[src/rtl/booth_mult_bcd_display_if.sv]
// rtl/booth_mult_bcd_display_if.sv - operand/start and product/display bundle for the Booth multiplier
interface booth_mult_bcd_display_if;
  logic        start;
  logic [15:0] mc;
  logic [15:0] mp;
  logic        ready;
  logic [31:0] prod;
  logic [15:0] result_16b;
  logic        ovf;
  logic        sign;
  logic [6:0]  ones;
  logic [6:0]  tens;
  logic [6:0]  hundreds;
  logic [6:0]  thousand;
  logic [6:0]  ten_thousand;

  modport master (
    output start, mc, mp,
    input  ready, prod, result_16b, ovf, sign,
    input  ones, tens, hundreds, thousand, ten_thousand
  );

  modport slave (
    input  start, mc, mp,
    output ready, prod, result_16b, ovf, sign,
    output ones, tens, hundreds, thousand, ten_thousand
  );
endinterface

[src/rtl/booth_mult_bcd_display.sv]
// rtl/booth_mult_bcd_display.sv - sequential radix-2 Booth multiplier with BCD 7-segment readout
module booth_mult_bcd_display #(
  parameter int DATA_W         = 16,
  parameter bit SEG_ACTIVE_LOW = 1'b1
) (
  input  logic                    clk,
  input  logic                    rst,
  booth_mult_bcd_display_if.slave bus
);

  localparam int CNT_W = $clog2(DATA_W) + 1;

  localparam logic [1:0] ST_IDLE = 2'd0;
  localparam logic [1:0] ST_BUSY = 2'd1;
  localparam logic [1:0] ST_DONE = 2'd2;

  logic [1:0]          state;
  logic [DATA_W-1:0]   m_reg;
  logic [DATA_W:0]     a_reg;      // one guard bit so A - (-32768) cannot wrap
  logic [DATA_W-1:0]   q_reg;
  logic                q_1;
  logic [CNT_W-1:0]    count;
  logic [2*DATA_W-1:0] prod_reg;

  logic [DATA_W:0]     m_ext;
  logic [DATA_W:0]     booth_sum;
  logic [DATA_W:0]     a_shift;
  logic [DATA_W-1:0]   q_shift;

  logic [DATA_W-1:0]   res;
  logic                ovf;
  logic [DATA_W:0]     mag;
  logic [19:0]         bcd;

  // One Booth step: add/subtract M on {Q0,q_1}, then arithmetic shift of {A,Q}
  always_comb begin
    m_ext     = {m_reg[DATA_W-1], m_reg};
    booth_sum = a_reg;
    case ({q_reg[0], q_1})
      2'b01:   booth_sum = a_reg + m_ext;
      2'b10:   booth_sum = a_reg - m_ext;
      default: booth_sum = a_reg;
    endcase
    a_shift = {booth_sum[DATA_W], booth_sum[DATA_W:1]};
    q_shift = {booth_sum[0], q_reg[DATA_W-1:1]};
  end

  // Control FSM and datapath registers; prod is only written on the last iteration
  always_ff @(posedge clk or posedge rst) begin
    if (rst) begin
      state    <= ST_IDLE;
      m_reg    <= '0;
      a_reg    <= '0;
      q_reg    <= '0;
      q_1      <= 1'b0;
      count    <= '0;
      prod_reg <= '0;
    end else begin
      case (state)
        ST_IDLE: begin
          if (bus.start) begin
            m_reg <= bus.mc;
            a_reg <= '0;
            q_reg <= bus.mp;
            q_1   <= 1'b0;
            count <= CNT_W'(DATA_W);
            state <= ST_BUSY;
          end
        end
        ST_BUSY: begin
          a_reg <= a_shift;
          q_reg <= q_shift;
          q_1   <= q_reg[0];
          count <= count - 1'b1;
          if (count == CNT_W'(1)) begin
            prod_reg <= {a_shift[DATA_W-1:0], q_shift};
            state    <= ST_DONE;
          end
        end
        ST_DONE: state <= ST_IDLE;
        default: state <= ST_IDLE;
      endcase
    end
  end

  // Result views and overflow: upper bits must be a pure sign extension of bit 15
  always_comb begin
    res = prod_reg[DATA_W-1:0];
    ovf = ~(&prod_reg[2*DATA_W-1:DATA_W-1]) & (|prod_reg[2*DATA_W-1:DATA_W-1]);
    if (res[DATA_W-1])
      mag = (~{1'b1, res}) + {{DATA_W{1'b0}}, 1'b1};
    else
      mag = {1'b0, res};
  end

  // Double-dabble: 17-bit magnitude into five BCD digits
  always_comb begin
    bcd = '0;
    for (int i = DATA_W; i >= 0; i--) begin
      for (int d = 0; d < 5; d++) begin
        if (bcd[d*4 +: 4] >= 4'd5)
          bcd[d*4 +: 4] = bcd[d*4 +: 4] + 4'd3;
      end
      bcd = {bcd[18:0], mag[i]};
    end
  end

  function automatic logic [6:0] seg_pattern(input logic [3:0] digit, input logic dash);
    logic [6:0] p;
    if (dash) begin
      p = 7'h3F;
    end else begin
      case (digit)
        4'd0:    p = 7'h40;
        4'd1:    p = 7'h79;
        4'd2:    p = 7'h24;
        4'd3:    p = 7'h30;
        4'd4:    p = 7'h19;
        4'd5:    p = 7'h12;
        4'd6:    p = 7'h02;
        4'd7:    p = 7'h78;
        4'd8:    p = 7'h00;
        4'd9:    p = 7'h10;
        default: p = 7'h7F;
      endcase
    end
    return SEG_ACTIVE_LOW ? p : ~p;
  endfunction

  // Output mapping; overflow replaces every digit with a dash
  always_comb begin
    bus.ready        = (state == ST_DONE);
    bus.prod         = prod_reg;
    bus.result_16b   = res;
    bus.ovf          = ovf;
    bus.sign         = res[DATA_W-1];
    bus.ones         = seg_pattern(bcd[3:0],   ovf);
    bus.tens         = seg_pattern(bcd[7:4],   ovf);
    bus.hundreds     = seg_pattern(bcd[11:8],  ovf);
    bus.thousand     = seg_pattern(bcd[15:12], ovf);
    bus.ten_thousand = seg_pattern(bcd[19:16], ovf);
  end

endmodule

[src/flat_wrapper.sv]
// flat-port wrapper written by rule: the top's interface ports become plain ports
module booth_mult_bcd_display_flat 
#(
  parameter int DATA_W         = 16,
  parameter bit SEG_ACTIVE_LOW = 1'b1
)
  (clk, rst, bus_start, bus_mc, bus_mp, bus_ready, bus_prod, bus_result_16b, bus_ovf, bus_sign, bus_ones, bus_tens, bus_hundreds, bus_thousand, bus_ten_thousand);
  booth_mult_bcd_display_if bus_i ();
  input  logic clk;
  input  logic rst;
  input wire logic [$bits(bus_i.start)-1:0] bus_start;
  input wire logic [$bits(bus_i.mc)-1:0] bus_mc;
  input wire logic [$bits(bus_i.mp)-1:0] bus_mp;
  output wire logic [$bits(bus_i.ready)-1:0] bus_ready;
  output wire logic [$bits(bus_i.prod)-1:0] bus_prod;
  output wire logic [$bits(bus_i.result_16b)-1:0] bus_result_16b;
  output wire logic [$bits(bus_i.ovf)-1:0] bus_ovf;
  output wire logic [$bits(bus_i.sign)-1:0] bus_sign;
  output wire logic [$bits(bus_i.ones)-1:0] bus_ones;
  output wire logic [$bits(bus_i.tens)-1:0] bus_tens;
  output wire logic [$bits(bus_i.hundreds)-1:0] bus_hundreds;
  output wire logic [$bits(bus_i.thousand)-1:0] bus_thousand;
  output wire logic [$bits(bus_i.ten_thousand)-1:0] bus_ten_thousand;
  assign bus_i.start = bus_start;
  assign bus_i.mc = bus_mc;
  assign bus_i.mp = bus_mp;
  assign bus_ready = bus_i.ready;
  assign bus_prod = bus_i.prod;
  assign bus_result_16b = bus_i.result_16b;
  assign bus_ovf = bus_i.ovf;
  assign bus_sign = bus_i.sign;
  assign bus_ones = bus_i.ones;
  assign bus_tens = bus_i.tens;
  assign bus_hundreds = bus_i.hundreds;
  assign bus_thousand = bus_i.thousand;
  assign bus_ten_thousand = bus_i.ten_thousand;
  booth_mult_bcd_display #(.DATA_W(DATA_W), .SEG_ACTIVE_LOW(SEG_ACTIVE_LOW)) u_core (.clk(clk), .rst(rst), .bus(bus_i));
endmodule
[config.mk]
export PLATFORM = sky130hd
export DESIGN_NAME = booth_mult_bcd_display_flat
export DESIGN_NICKNAME = d
export VERILOG_FILES = /design/src/rtl/booth_mult_bcd_display_if.sv /design/src/rtl/booth_mult_bcd_display.sv /design/src/flat_wrapper.sv
export SDC_FILE = /design/constraint.sdc
export NUM_CORES = 1
export LEC_CHECK = 0
export BUFFER_PORTS_ARGS = -buffer_cell sky130_fd_sc_hd__buf_2
export CAP_MARGIN = 20
export CORE_ASPECT_RATIO = 1.5
export CORE_MARGIN = 3
export CORE_UTILIZATION = 60
export DETAILED_ROUTE_END_ITERATION = 7
export PLACE_DENSITY = 0.86
export SLEW_MARGIN = 10
export SYNTH_ARGS = -nofsm -noshare
export SYNTH_HDL_FRONTEND = slang
export SYNTH_SLANG_ARGS = --single-unit
[constraint.sdc]
create_clock -name clk -period 50.8 [get_ports clk]
set_input_delay 7.62 -clock clk [delete_from_list [all_inputs] [get_ports clk]]
set_output_delay 7.62 -clock clk [all_outputs]
set_load 0.02 [all_outputs]
# Word-level counts from Yosys, hierarchy flattened

Memories as Yosys holds them, arrays and structs flattened.
Index checks and enable logic that the tools add are counted.

Register bits: 89
ROM bits: 560
Bits of input ports: 35
Output and inout port bits: 86
Logic and storage cells: 172
Memories kept: 5

$add $sub $neg: 44
Magnitude comparators: 40
Eq/ne operators: 7
Multiplexer cells: 58
Bitwise operators: 3
Reduce and logical (&&, ||, !) cells: 8

Memory list:

| memory           | words | bits a word | read ports | clocked after memory_dff | wr ports | line                          | source |
|---|---|---|---|---|---|---|---|
| (name not given) | 16    | 7           | 1          | 0                        | 0        | booth_mult_bcd_display.sv:113 | `case (digit)` |
| (name not given) | 16    | 7           | 1          | 0                        | 0        | booth_mult_bcd_display.sv:113 |  |
| (name not given) | 16    | 7           | 1          | 0                        | 0        | booth_mult_bcd_display.sv:113 |  |
| (name not given) | 16    | 7           | 1          | 0                        | 0        | booth_mult_bcd_display.sv:113 |  |
| (name not given) | 16    | 7           | 1          | 0                        | 0        | booth_mult_bcd_display.sv:113 |  |

Operators with widths:

| cell                                                                                | number |
|---|---|
| 4-bit two-way mux                                                                   | 38 |
| 4-bit by 3-bit greater-or-equal comparator with 1-bit output, second input constant | 35 |
| 4-bit by 2-bit adder with 4-bit output, second input constant                       | 34 |
| 17-bit case mux with 2 select lines                                                 | 2 |
| 7-bit two-way mux                                                                   | 5 |
| 17-bit two-way mux                                                                  | 2 |
| 16-bit case mux with 2 select lines                                                 | 1 |
| 17-bit by 1-bit adder with 17-bit output, second input constant                     | 1 |
| 17-bit adder                                                                        | 1 |
| 17-bit NOT                                                                          | 1 |
| 17-bit AND reduction                                                                | 1 |
| 17-bit OR reduction                                                                 | 1 |
| 17-bit subtractor                                                                   | 1 |
| 3-bit by 2-bit adder with 4-bit output, second input constant                       | 4 |
| 16-bit two-way mux                                                                  | 1 |
| 3-bit greater-or-equal comparator, second input constant                            | 5 |
| 5-bit case mux with 2 select lines                                                  | 1 |
| 2-bit AND reduction                                                                 | 4 |
| 3-bit by 2-bit adder with 3-bit output, second input constant                       | 2 |
| 3-bit two-way mux                                                                   | 2 |
| 5-bit by 1-bit equality test with 1-bit output, second input constant               | 1 |
| 5-bit two-way mux                                                                   | 1 |
| 5-bit by 1-bit subtractor with 5-bit output, second input constant                  | 1 |
| 2-bit by 1-bit equality test with 1-bit output, second input constant               | 2 |
| 11 further kinds                                                                    | 13 |

# Logic depth before layout (Yosys ltp)

An unclocked memory read counts as a cell.

Depth in word-level cells: 33
Mapped depth: 81
Mapped depth without buffers: 80

# Worst setup path after synthesis

Ideal clock, no wire load.

Path kind: register to output
From: reg u_core.prod_reg[0] (netlist: u_core.bus.prod[0])
To: out bus_tens[1]
Arrival: 16.727 ns
Data required time: 43.180 ns
Setup slack: 26.453 ns
Stages on the path, launching flop included: 82
Path buffers: 1
Path through: dfrtp_1 -> inv_1 -> ha_1 -> or4b_2 -> o41a_1 -> o21ai_4 -> inv_6 -> ha_1 -> nor2b_1 -> nor4_1 -> nor2_1 -> ha_1 -> nand2b_1 -> a21oi_1 -> nor3_1 -> a31o_2 -> xnor2_1 -> ha_1 -> [46 not listed] -> and2_1 -> ha_1 -> nand2b_1 -> a21bo_2 -> a21o_1 -> and2_1 -> ha_1 -> nor2b_1 -> o31a_1 -> xnor2_1 -> ha_1 -> nor2b_1 -> a2111oi_0 -> a21oi_1 -> inv_1 -> ha_1 -> a21oi_1 -> o21ai_0

Longest elaborated chain between the ends: 33
Elaborated cells on any way between the ends: 80
Classes of those cells: add/sub: 26; order compare: 25; mux: 27; bitwise: 1; memory: 1

RTL lines:

| what                                                                                                                   | line                                                         | source |
|---|---|---|
| from (decl)                                                                                                            | booth_mult_bcd_display.sv:23                                 | `logic [2*DATA_W-1:0] prod_reg;` |
| from (signal assigned)                                                                                                 | booth_mult_bcd_display.sv:76                                 | `prod_reg <= {a_shift[DATA_W-1:0], q_shift};` |
| 17-bit NOT *                                                                                                           | booth_mult_bcd_display.sv:91                                 | `mag = (~{1'b1, res}) + {{DATA_W{1'b0}}, 1'b1};` |
| 17-bit by 1-bit adder with 17-bit output *                                                                             | booth_mult_bcd_display.sv:91                                 |  |
| 17-bit two-way mux *                                                                                                   | booth_mult_bcd_display.sv:90                                 | `if (res[DATA_W-1])` |
| 3-bit by 2-bit adder with 4-bit output or 3-bit greater-or-equal comparator (tied branches)                            | booth_mult_bcd_display.sv:102, booth_mult_bcd_display.sv:101 |  |
| 4-bit two-way mux                                                                                                      | booth_mult_bcd_display.sv:101                                | `if (bcd[d*4 +: 4] >= 4'd5)` |
| 4-bit by 2-bit adder with 4-bit output or 4-bit by 3-bit greater-or-equal comparator with 1-bit output (tied branches) | booth_mult_bcd_display.sv:102, booth_mult_bcd_display.sv:101 |  |
| 4-bit two-way mux                                                                                                      | booth_mult_bcd_display.sv:101                                |  |
| 4-bit by 2-bit adder with 4-bit output or 4-bit by 3-bit greater-or-equal comparator with 1-bit output (tied branches) | booth_mult_bcd_display.sv:102, booth_mult_bcd_display.sv:101 |  |
| [17 not listed]                                                                                                        | n/a                                                          |  |
| 4-bit by 2-bit adder with 4-bit output or 4-bit by 3-bit greater-or-equal comparator with 1-bit output (tied branches) | booth_mult_bcd_display.sv:102, booth_mult_bcd_display.sv:101 |  |
| 4-bit two-way mux                                                                                                      | booth_mult_bcd_display.sv:101                                |  |
| 4-bit by 2-bit adder with 4-bit output or 4-bit by 3-bit greater-or-equal comparator with 1-bit output (tied branches) | booth_mult_bcd_display.sv:102, booth_mult_bcd_display.sv:101 |  |
| 4-bit two-way mux                                                                                                      | booth_mult_bcd_display.sv:101                                |  |
| 4-bit by 2-bit adder with 4-bit output or 4-bit by 3-bit greater-or-equal comparator with 1-bit output (tied branches) | booth_mult_bcd_display.sv:102, booth_mult_bcd_display.sv:101 |  |
| 4-bit two-way mux                                                                                                      | booth_mult_bcd_display.sv:101                                |  |
| memory 16 x 7 bit *                                                                                                    | n/a                                                          |  |
| 7-bit two-way mux *                                                                                                    | booth_mult_bcd_display.sv:110                                | `if (dash) begin` |
| to (decl)                                                                                                              | flat_wrapper.sv:20                                           | `output wire logic [$bits(bus_i.tens)-1:0] bus_tens;` |

Every way passes the cells marked *; elsewhere a longest branch is shown, timed or not.

# Final worst setup path

From: reg u_core.prod_reg[0] (netlist: u_core.bus.prod[0])
To: out bus_tens[3]

Same word-level chain as after synthesis.

==> impl_metrics.yaml <==
critical_path:
  crit_buf_inv: 8
  slowest_stage: "a211oi_1"
  critical-path-max-stage-delay_ps: 680
  start_kind: "flop"
  cp.arrival_ps: 19630
  crit_family: "simple AND/OR/NAND/NOR gates"
  crit_type: "reg -> out"
  crit_path_frequent_cell: "ha_1"
  required_ps: 43180
  cp_max_fo: 10
  end_kind: "output port"
drt:
  drc: 0
  viasPerCell: 6.34
  routedWlPerCell_um: 16.2
  firstDrtPassIters: 5
  drt-total-wl_um: 28000
  drt_iter0_markers: 601
  postRouteAntennaNets: 0
  num_vias: 11000
logic_synthesis:
  ys_seq_area_frac: 0.201
  synth_cells: 1425
  synth-seq-cells: 88
  synth-async-reset-ratio: 1.00
  synth_nets: 1537
  avgSynthCellArea_um2: 7.71
  synth_edf_count: 0
  yosys_most_used_dff: "dfrtp_1"
  yosysUniqueCellTypes: 118
  yosysWarningCount: 0
  syn_area_um2: 11000
cells_and_area:
  largest_register_ffs: 32
  flow.area_growth_from_synthesis_pct: 8.40
  layout_common_cells: "201 x nand2_1, 120 x buf_2, 99 x nor2_1, 88 x dfrtp_1, 84 x inv_1"
  antennaDiodeCount: 0
  fill_cells: 1473
  finalNetCount: 1617
  drive_gt1_frac: 0.161
  final_common_cell: "nand2_1"
clock_network:
  cts-buffers-inserted: 9
  post_cts_resized: 0
  cts_tree: "yes"
  cts_root_buffer: "clkbuf_16"
  clock_latency_ps: 350
  clk_pin_slew_ps: 70
  htree_num_levels: 3
  cts.path.max_buffers: 2
  holdBufCountCts: 0
  cts_sinks: 88
  post_cts_buffers: 0
floorplanning:
  dieArea_um2: 20000
  io_pins: 121
  die_h_um: 172
  core-area_um2: 17900
  start_util: 0.612
  rows: 60
  die_w_um: 116
sta:
  fin_crit_sh: 0.536
  finalSetupTns_ps: 0
  slew_violations: 0
  layout_min_cycle_time_ps: 27250
  skew_ps: 9.10
  hold_viol: 0
  rsz0062_at_grt: "no"
  setup_viol: 0
  fmax_mhz: 36.7
  max-slew-margin-rel: 0.308
  worst_slew_pin_slew_ps: 1030
global_route:
  grt_pass1_vias: 10600
  grt_use_total: 0.281
  grt_max_degree: 50
  grt_pass1_wl_um: 47200
  antenna_found_initial: 0
  grt_overflow: 0
place:
  place_hpwl_um: 21800
  place_congestion: 0.924
  port_buffers: 120
run:
  maxCapViolations: 0
worst_hold_path:
  min_path_type: "reg -> reg"
run_status:
  status: "complete, no violations"
per-stage QoR:
step | hold slack (ps) | area, µm² | setup WS [ps] | std cells | utilization
CTS | 507 | 11900 | 23950 | 1727 | 0.664
finish | 500 | 11900 | 23550 | 1727 | 0.664
detailed placement | 474 | 11600 | 24370 | 1711 | 0.647
floorplan | 446 | 11000 | 26450 | 1425 | -
global placement | 463 | 11600 | 25530 | 1710 | 0.647
global route | 543 | 11900 | 22140 | 1727 | 0.664
layout make-up:
| cell class | instances | area (µm²) | share of cell area |
|---|---|---|---|
| Multi-Input combinational cell | 1185 | 8120 | 0.682 |
| Sequential cell | 88 | 2200 | 0.185 |
| Clock buffer | 10 | 239 | 0.0201 |
| Inverter | 94 | 359 | 0.0302 |
| Tap cell | 217 | 272 | 0.0228 |
| Timing Repair Buffer | 127 | 661 | 0.0555 |
| Clock inverter | 6 | 50.0 | 0.00420 |
Yosys cell counts (29+ instances only):
cell type | n | area [µm²]
nand2_1 | 201 | 754
xnor2_1 | 50 | 438
nor2_1 | 99 | 372
clkbuf_1 | 30 | 113
dfrtp_1 | 88 | 2200
nor3_1 | 40 | 200
mux2i_1 | 29 | 290
inv_1 | 85 | 319
o21ai_0 | 83 | 415
nand3_1 | 56 | 280
ha_1 | 76 | 951
a21oi_1 | 74 | 370
kinds of logic (layout without fill, tap and decap cells):
family / count (synthesis) / in the layout / share of synthesized area
fa+ha+maj: 77 / 77 / 0.0884
xor+xnor: 63 / 63 / 0.0550
mux: 60 / 60 / 0.0623
simple gates: 561 / 561 / 0.250
compound gates: 424 / 424 / 0.284
buf+inv: 152 / 237 / 0.0599
flops: 88 / 88 / 0.201
worst reg2reg max path: stages, from the launching register on:
cell	delay (ps)
dfrtp_1	370
inv_1	70
ha_1	590
mux2i_1	260
fa_1	470
a21o_1	180
a21oi_1	220
o21bai_1	90
a21oi_1	230
o21bai_1	100
a21oi_1	270
o21bai_1	140
a21oi_1	240
o21bai_1	100
a21oi_1	250
o21bai_1	90
a21oi_1	290
o21bai_1	120
a21oi_1	210
xor2_1	170
nor2_1	80
xnor2_1	220
o21ai_0	110
routing by layer:
layer / GRT usage / wire length [µm] / vias up
met4: 0.130 / 1090 / 0
met5: 0 / 0 / -
met1: 0.307 / 10600 / 5196
met2: 0.537 / 15300 / 309
met3: 0.0229 / 992 / 82
li1: - / - / 5364
worst paths after layout:
| path | start | to | slack, ps | cells after the start |
|---|---|---|---|---|
| setup / recovery | u_core.bus.prod[0] | bus_tens[3] | 23550 | 81 |
| hold / removal | u_core.count[4] | u_core.count[4] | 500 | 1 |
| setup reg to reg | u_core.q_1 | u_core.bus.prod[31] | 45820 | 22 |
| hold reg to reg | u_core.count[4] | u_core.count[4] | 500 | 1 |
| max in group asynchronous | rst | u_core.a_reg[3] | 42410 | 3 |
| min in group asynchronous | rst | u_core.count[1] | 7350 | 2 |
Power is left out: the tool's default activity adds up to more than one toggle a clock period on the data nets, which glitch-free logic cannot reach.
